**src/rtl/spi_8_channel_pwm_driver.sv**
```systemverilog
// Eight-channel PWM generator with a shared free-running period counter and per-channel duty registers.
// Optional macro PWM_SHADOW_UPDATE_EN: duty changes take effect only at the next period start.
`timescale 1ns/1ps
module spi_8_channel_pwm_driver #(
  parameter int unsigned CHANNELS = 8,
  parameter int unsigned LEVEL_W  = 3,
  parameter int unsigned ADDR_W   = 3
) (
  input  logic                clk,
  input  logic                rst_n,
  input  logic                pset,
  input  logic [ADDR_W-1:0]   addr,
  input  logic [LEVEL_W-1:0]  level,
  output logic [CHANNELS-1:0] pwm_out
);

  localparam int unsigned        PERIOD   = (1 << LEVEL_W) - 1;
  localparam logic [LEVEL_W-1:0] CNT_LAST = LEVEL_W'(PERIOD - 1);

  logic [LEVEL_W-1:0]               cnt_q, cnt_d;
  logic [CHANNELS-1:0][LEVEL_W-1:0] duty_q, duty_d;
  logic [CHANNELS-1:0][LEVEL_W-1:0] duty_eff;
  logic [CHANNELS-1:0]              pwm_q, pwm_d;
  logic                             wrap;

  // Period counter runs 0..PERIOD-1 so the all-ones level is never reached (always-on)
  always_comb begin
    wrap  = (cnt_q == CNT_LAST);
    cnt_d = wrap ? '0 : cnt_q + LEVEL_W'(1);
  end

  // Out-of-range addresses match no channel and are dropped
  always_comb begin
    duty_d = duty_q;
    for (int unsigned i = 0; i < CHANNELS; i++) begin
      if (pset && (addr == ADDR_W'(i))) begin
        duty_d[i] = level;
      end
    end
  end

`ifdef PWM_SHADOW_UPDATE_EN
  logic [CHANNELS-1:0][LEVEL_W-1:0] shadow_q, shadow_d;

  // Shadow copies the written duty only when a new period begins
  always_comb begin
    shadow_d = wrap ? duty_q : shadow_q;
    duty_eff = shadow_q;
  end

  always_ff @(posedge clk or negedge rst_n) begin
    if (!rst_n) begin
      shadow_q <= '0;
    end else begin
      shadow_q <= shadow_d;
    end
  end
`else
  always_comb begin
    duty_eff = duty_q;
  end
`endif

  always_comb begin
    pwm_d = '0;
    for (int unsigned i = 0; i < CHANNELS; i++) begin
      pwm_d[i] = (cnt_q < duty_eff[i]);
    end
  end

  always_ff @(posedge clk or negedge rst_n) begin
    if (!rst_n) begin
      cnt_q  <= '0;
      duty_q <= '0;
      pwm_q  <= '0;
    end else begin
      cnt_q  <= cnt_d;
      duty_q <= duty_d;
      pwm_q  <= pwm_d;
    end
  end

  assign pwm_out = pwm_q;

endmodule

```
**config.mk**
```make
export PLATFORM = sky130hd
export DESIGN_NAME = spi_8_channel_pwm_driver
export DESIGN_NICKNAME = d
export VERILOG_FILES = /design/src/rtl/spi_8_channel_pwm_driver.sv
export SDC_FILE = /design/constraint.sdc
export NUM_CORES = 1
export LEC_CHECK = 0
export ABC_CLOCK_PERIOD_IN_PS = 1100
export BUFFER_PORTS_ARGS = -buffer_cell sky130_fd_sc_hd__buf_2
export CORE_ASPECT_RATIO = 2
export CORE_MARGIN = 2
export CORE_UTILIZATION = 52
export CTS_CLUSTER_DIAMETER = 120
export DETAILED_ROUTE_END_ITERATION = 7
export PLACE_DENSITY = 0.72
export SLEW_MARGIN = 15
export SYNTH_ARGS = -nofsm -noshare
export SYNTH_HDL_FRONTEND = slang
export SYNTH_SLANG_ARGS = --single-unit
```
**constraint.sdc**
```tcl
create_clock -name clk -period 1.1 [get_ports clk]
set_input_delay 0 -clock clk [delete_from_list [all_inputs] [get_ports clk]]
set_output_delay 0 -clock clk [all_outputs]
set_load 0.005 [all_outputs]
```
==> results of run 1 <==
layout by cell type (no fill, tap or decap), types with 3 or more instances in the layout:
cell / Yosys / final
dfrtp_1: 35 / 33
ha_4: 0 / 8
ha_1: 16 / 8
clkbuf_8: 0 / 5
nand4b_1: 3 / 3
mux2_2: 25 / 25
nand2b_1: 8 / 8
a21oi_2: 0 / 6
buf_6: 0 / 3
a21oi_1: 9 / 3
a21o_1: 8 / 8
inv_1: 16 / 16
buf_4: 0 / 4
buf_2: 0 / 16
sequential cells by signal (all words and copies together), names as in the netlist:
| register | cells |
|---|---|
| cnt_q | 3 |
| pwm_out | 8 |
| duty_eff | 24 |
routing by layer:
layer / up-vias / track usage, %
met3: 4 / 4.946
met2: 24 / 34.22
met1: 541 / 24.79
met4: 0 / 7.713
li1: 515 / -
met5: - / 0
area by class of cell:
type	count	area share, %
Inverter	16	2.840
Clock inverter	3	0.9467
Sequential cell	35	41.54
Timing Repair Buffer	25	8.225
Tap cell	31	1.834
Multi-Input combinational cell	79	41.36
Clock buffer	5	3.254
power groups by stage:
stage / registers, mW / clock network (mW) / logic (mW)
global placement: 1.68 / 0 / 0.610
detailed placement: 1.70 / 0 / 0.649
finish: 1.67 / 0.916 / 0.747
floorplan: 1.68 / 0 / 0.413
CTS: 1.67 / 0.936 / 0.739
global route: 1.70 / 0.997 / 0.838
per-stage QoR:
step / util, % / hold slack (ns) / instances / setup TNS (ns) / cell area (um^2)
after floorplan: - / -0.2956 / 131 / 0 / 1693
after global placement: 58.86 / 0.04946 / 182 / -0.4025 / 1858
after detailed placement: 58.86 / 0.05570 / 182 / -0.6962 / 1858
after CTS: 66.71 / 0.07643 / 194 / -0.3056 / 2106
after global routing: 66.98 / 0.09151 / 194 / -0.6656 / 2115
final: 66.98 / 0.08128 / 194 / -0.3536 / 2115
cell usage after synthesis:
library cell  count
a21o_1            8
a21oi_1           9
clkbuf_1          1
dfrtp_1          35
ha_1             16
inv_1            16
mux2_2           25
mux2i_1           1
nand2_1           2
nand2b_1          8
nand2b_2          1
nand4_1           1
nand4b_1          3
nor2_1            1
nor3_1            1
nor3_2            1
nor3b_4           2
critical path: cells and delay by family, from the launching register on:
| kind | cells | cell delay [ns] |
|---|---|---|
| AO/OA/AOI/OAI | 2 | 0.29 |
| adder cells (fa/ha/maj) | 1 | 0.20 |
| buffers and inverters | 1 | 0.15 |
| flip-flops | 1 | 0.44 |
final timing paths:
kind	startpoint	end	slack [ns]
min	level[0]	duty_eff[21]	0.08
max in group asynchronous	rst_n	cnt_q[0]	0.49
max reg2reg	cnt_q[1]	pwm_out[0]	-0.06
min reg2reg	duty_eff[14]	duty_eff[14]	0.51
min in group asynchronous	rst_n	pwm_out[3]	0.27
max	cnt_q[1]	pwm_out[0]	-0.06
kinds of logic after synthesis:
kind of cell | Yosys count
buffers and inverters | 17
and+or+nand+nor | 20
muxes | 26
AOI/OAI and AO/OA | 17
adders and majority gates | 16
DFF | 35
timing repair:
item	CTS	global route
hold endpoints to repair	35	0
setup endpoints to repair	8	8
pin swaps	24	16
buffers inserted	3	0
hold buffers	1	0
gates resized for setup	16	3
==> results.cfg, run 1 <==
[outcome]
status = finished, violations left
failed_checks = negative setup slack

[die]
core_area_um2 = 3157
dieArea_um2 = 3753
start_util_pct = 53.59
rows = 29
die_h_um = 84.66
io_pins = 17
fp.dieW_um = 44.33

[detailed_routing]
via_per_inst = 5.588
m1WireLength_um = 1252
ant_nets = 0
drc = 0
wirelength_um = 3203
vias = 1084
route.met3.wl_um = 112
dr.max_layer_used = met4
drtIter0Drc = 19
firstDrtPassIters = 4
wl_per_cell_um = 16.51
wl_met2_um = 1796

[power]
combPwrFrac_pct = 22.4
power_mw = 3.337
intPower_mw = 2.400
total_leakage_power_nw = 1.035
power.share.sequential_pct = 50.2
swShare_pct = 28.09
peakVddDrop_mv = 1.338
power.density_nw_per_um2 = 1578
p_switching_mw = 0.9375
power.share.clock_pct = 27.4

[critical_path]
path_cells = buf_6 -> ha_4 -> a21o_1 -> a21oi_2
crit_arrival_ns = 1.37
critPathSlowestCell = dfrtp_2
slowest_delay_ns = 0.44
required_ns = 1.31
start_kind = register
path_class = register to register
path_max_fanout = 5
critPathCaptureType = register
r2r_cells = 4

[min_path]
hp-class = primary input to register
holdPathStages = 2

[yosys]
syn_area_um2 = 1692
yosysWarnings = 0
synth_cell_types = 17
synth_top_family_by_area = multiplexers
post-synth-top-area-cell = dfrtp_1
synth-seq-cells = 35
synthXorXnorAreaFrac_pct = 0
synth-compound-area-share_pct = 6.213
yosys.area.top_type_share_pct = 51.78
yosys.area_share.simple_pct = 9.172
synthMuxAreaShare_pct = 17.23
yosys.area_share.adder_pct = 11.83
avgSynthCellArea_um2 = 12.91
yosysSeqAreaShare_pct = 51.78
synthCells = 131
synth.area.top_cells = dfrtp_1 52%, mux2_2 17%, ha_1 12%
synthesis.nets = 156

[clock_network]
htree_levels = 2
cts_tree = built
numCtsBuffers = 5
clkLatencyLatePin_ns = 0.29
clockBufferDepth = 2
cts.sinks = 35
clkSlewWorstSetupHoldPaths_ns = 0.08
cts_root_buf = clkbuf_8

[timing]
setup_viol = 8
fin_skew_ns = 0.007381
fmax_mhz = 863.7
grt_setup_unrepaired = true
fin_crit_sh_pct = 105.2
final.setup.worst_slack_ns = -0.05775
worst_slew_margin_rel_pct = 70.37
maxSlewViolCount = 0
final.min_clock_period_ns = 1.158
hold_violations = 0
worst_pin_slew_ns = 0.4445

[placed_design]
place_ws_ns = -0.1100
io_buffer_count = 16
dp_hpwl_um = 2108
gp_congestion = 0.7604

[final_layout]
num-fill-cells = 235
syn_to_final_growth_pct = 25.00
multi_input_area_um2 = 874.6
nets = 187
num_antenna_cells = 0
regArea_um2 = 878.3
drive_gt1_share_pct = 47.24

[global_routing]
grt_pass1_vias = 1174
grt_pass1_wl_um = 5595
grt_antenna_before_repair = 0
grt_max_degree = 36
grt_usage_pct = 20.53
grt_overflow_total = 0

[run]
cap_violations = 0
No activity file was read; power rests on OpenSTA's default activity.
==> run 2, diff against run 1 <==
- SETUP_SLACK_MARGIN: unset -> 0.05
- SKIP_LAST_GASP: unset -> 1
==> results.cfg, run 2 (synthesis results as in run 1) <==
[global_routing]
grt_pass1_vias = 1226
grt_pass1_wl_um = 5671
grt_overflow_total = 0
grt_max_degree = 20
grt_antenna_before_repair = 0
grt_usage_pct = 20.84

[die]
rows = 29
io_pins = 17
die_h_um = 84.66
start_util_pct = 53.59
fp.dieW_um = 44.33
dieArea_um2 = 3753
core_area_um2 = 3157

[critical_path]
r2r_cells = 4
start_kind = register
required_ns = 1.31
path_cells = buf_6 -> ha_4 -> a21o_1 -> a21oi_2
critPathSlowestCell = dfrtp_2
crit_arrival_ns = 1.36
path_class = register to register
crit_start = cnt_q[1]
r2r-end = pwm_out[4]
timing.reg2reg.setup_slack_ns = -0.05
crit_end = pwm_out[4]
path_max_fanout = 4
slowest_delay_ns = 0.44
worstReg2RegStart = cnt_q[1]
critPathCaptureType = register

[placed_design]
dp_hpwl_um = 2143
dpl_cell_area_um2 = 1866
gp_congestion = 0.7572
place_ws_ns = -0.06350
io_buffer_count = 16

[final_layout]
finalInstanceArea_um2 = 2138
drive_gt1_share_pct = 46.06
largest_reg_flops = 24
nets = 189
num_antenna_cells = 0
final_cell_mix = 34 x dfrtp_1, 24 x mux2_2, 16 x inv_1, 16 x buf_2
num-fill-cells = 225
final_common_cell = dfrtp_1
syn_to_final_growth_pct = 26.41

[detailed_routing]
ant_nets = 0
firstDrtPassIters = 4
via_per_inst = 5.648
drtIter0Drc = 9
drc = 0
vias = 1107
wl_per_cell_um = 16.47
wirelength_um = 3228

[clock_network]
cts_tree = built
cts.sinks = 35
cts_root_buf = clkbuf_8
htree_levels = 2
clockBufferDepth = 2
clkSlewWorstSetupHoldPaths_ns = 0.07
numCtsBuffers = 5
clkLatencyLatePin_ns = 0.28

[power]
power.share.sequential_pct = 49.9
peakVddDrop_mv = 1.234
power.density_nw_per_um2 = 1568
total_leakage_power_nw = 1.057
swShare_pct = 26.60
power_mw = 3.354
power.share.clock_pct = 28.1
combPwrFrac_pct = 22.0
p_switching_mw = 0.8921
intPower_mw = 2.462

[timing]
setup_viol = 9
fin_skew_ns = 0.009369
maxSlewViolCount = 0
tns_ns = -0.2880
worst_pin_slew_ns = 0.4395
worst_slew_margin_rel_pct = 70.70
hold_violations = 0
fmax_mhz = 870.0
fin_crit_sh_pct = 104.5
final.setup.worst_slack_ns = -0.04949
grt_setup_unrepaired = true
final.min_clock_period_ns = 1.149

[min_path]
hp-class = primary input to register

[outcome]
status = finished, violations left
failed_checks = negative setup slack

[run]
cap_violations = 0
==> run 2: area by class of cell <==
type                       count  area, um^2  share of cell area, %
clock buffer                   7       86.33                  4.037
clock inverter                 1       5.005                 0.2341
inverter                      16       60.06                  2.809
multi-input combinational     79       874.6                  40.90
sequential                    35       877.1                  41.02
tap                           31       38.79                  1.814
timing repair buffer          27       196.4                  9.187
==> run 2: timing repair <==
item	in CTS	in global routing
resized for setup	16	5
setup buffers	4	0
endpoints found under the setup margin	9	11
pin swaps	11	3
hold buffers	1	0
endpoints found under the hold margin	17	0
==> run 2: how the worst min path moves through the flow <==
stage	endpoint	slack (ns)	startpoint	cells past startpoint
floorplan	cnt_q[0]	-0.30	rst_n	0
global placement	duty_eff[19]	-0.04	rst_n	1
detailed placement	duty_eff[18]	-0.04	rst_n	1
CTS	duty_eff[22]	0.08	level[1]	2
global route	duty_eff[13]	0.09	level[1]	2
finish	duty_eff[7]	0.08	level[1]	2
==> run 2: per-stage QoR <==
step	util (%)	hold slack (ns)	cells
after floorplan	-	-0.2956	131
after global placement	59.10	-0.04351	183
after detailed placement	59.10	-0.03834	183
after CTS	67.14	0.08156	196
after global routing	67.74	0.08859	196
final	67.74	0.08146	196
==> run 2: per-layer routing <==
metal	part of all wire, %	wire length, um	track usage [%]
met1	42	1341	25.25
met2	53	1722	33.42
met3	3.0	97	5.591
met4	2.0	66	9.642
met5	0	0	0
==> run 2: power groups by stage <==
stage | clock [mW] | combinational, mW | sequential [mW]
after floorplan | 0 | 0.414 | 1.68
after global placement | 0 | 0.621 | 1.68
after detailed placement | 0 | 0.650 | 1.69
after CTS | 0.966 | 0.724 | 1.67
after global routing | 1.04 | 0.835 | 1.71
final | 0.944 | 0.738 | 1.67
==> run 2: worst max-delay path, delay by kind of cell (launching register included) <==
family                   cells  cell delay [ns]
flip-flops                   1             0.44
AO/OA/AOI/OAI                2             0.29
adder cells (fa/ha/maj)      1             0.20
buffers and inverters        1             0.15
==> run 3, diff against run 2 <==
- SKIP_CTS_REPAIR_TIMING: unset -> 1
==> results.cfg, run 3 (synthesis results as in run 1) <==
[outcome]
status = finished, violations left
failed_checks = negative setup slack

[final_layout]
largest_reg_flops = 24
num_antenna_cells = 0
drive_gt1_share_pct = 45.12
finalInstanceArea_um2 = 2125
final_util_pct = 67.30
final_common_cell = dfrtp_1
final_cell_mix = 34 x dfrtp_1, 25 x mux2_2, 16 x inv_1, 16 x buf_2
syn_to_final_growth_pct = 25.59
nets = 188

[clock_network]
clkSlewWorstSetupHoldPaths_ns = 0.08
cts_root_buf = clkbuf_8
cts_tree = built
htree_levels = 2
numCtsBuffers = 5
clockBufferDepth = 2
clkLatencyLatePin_ns = 0.29
cts.sinks = 35

[detailed_routing]
drc = 0
wirelength_um = 3244
via_per_inst = 5.595
firstDrtPassIters = 4
vias = 1091
ant_nets = 0
drtIter0Drc = 14
wl_per_cell_um = 16.64

[global_routing]
grt_antenna_before_repair = 0
grt_pass1_vias = 1159
grt_usage_pct = 19.90
grt_overflow_total = 0
grt_max_degree = 20
grt_pass1_wl_um = 5416

[critical_path]
required_ns = 1.31
worstReg2RegStart = cnt_q[1]
start_kind = register
crit_end = pwm_out[4]
timing.reg2reg.setup_slack_ns = -0.07
critPathCaptureType = register
path_max_fanout = 5
r2r_cells = 4
path_class = register to register
crit_arrival_ns = 1.38
r2r-end = pwm_out[4]
crit_start = cnt_q[1]

[die]
fp.dieW_um = 44.33
io_pins = 17
start_util_pct = 53.59
die_h_um = 84.66
core_area_um2 = 3157
dieArea_um2 = 3753
rows = 29

[min_path]
hp-class = primary input to register

[timing]
hold_violations = 0
fin_crit_sh_pct = 106.4
setup_viol = 8
worst_slew_margin_rel_pct = 71.46
maxSlewViolCount = 0
worst_pin_slew_ns = 0.4281
fin_skew_ns = 0.01426
final.setup.worst_slack_ns = -0.07003
grt_setup_unrepaired = true
tns_ns = -0.4189
fmax_mhz = 854.7
final.min_clock_period_ns = 1.170

[power]
power_mw = 3.356
power.density_nw_per_um2 = 1580
total_leakage_power_nw = 1.050
peakVddDrop_mv = 1.277

[run]
cap_violations = 0

[placed_design]
dpl_cell_area_um2 = 1866
io_buffer_count = 16
dp_hpwl_um = 2143
gp_congestion = 0.7572
place_ws_ns = -0.06350
-- run 3: final cells by class --
class / instances / area, um^2
Fill cell: 230 / 1032
Tap cell: 31 / 38.79
Sequential cell: 35 / 877.1
Multi-Input combinational cell: 79 / 867.1
Clock inverter: 1 / 5.005
Clock buffer: 7 / 86.33
Timing Repair Buffer: 26 / 190.2
Inverter: 16 / 60.06
-- run 3: critical path, stage by stage (launching register included) --
cell,delay (ns)
dfrtp_2,0.44
buf_12,0.15
ha_4,0.20
a21o_1,0.18
a21oi_2,0.11
-- run 3: worst min path at each step --
stage,slack (ns),to,from,depth (start not counted)
floorplan,-0.30,cnt_q[0],rst_n,0
global placement,-0.04,duty_eff[19],rst_n,1
detailed placement,-0.04,duty_eff[18],rst_n,1
CTS,-0.35,duty_eff[21],rst_n,1
global route,0.09,duty_eff[13],level[1],2
finish,0.09,duty_eff[7],level[1],2
-- run 3: power by group --
part           switching [mW]  internal [mW]
Clock                   0.449          0.505
Combinational           0.333          0.394
Sequential              0.118           1.56
-- run 3: routing by layer --
| layer | up-vias | part of all wire (%) | GRT usage, % |
|---|---|---|---|
| met3 | 8 | 3.0 | 5.376 |
| met1 | 542 | 41 | 23.40 |
| met4 | 0 | 2.7 | 9.366 |
| met5 | - | 0 | 0 |
| met2 | 24 | 54 | 32.49 |
| li1 | 517 | - | - |
-- run 3: through the flow --
stage	hold slack [ns]	cells
4_1_cts	-0.3465	191
3_5_place_dp	-0.03834	183
2_1_floorplan	-0.2956	131
3_3_place_gp	-0.04351	183
6_report	0.08924	195
5_1_grt	0.09346	195
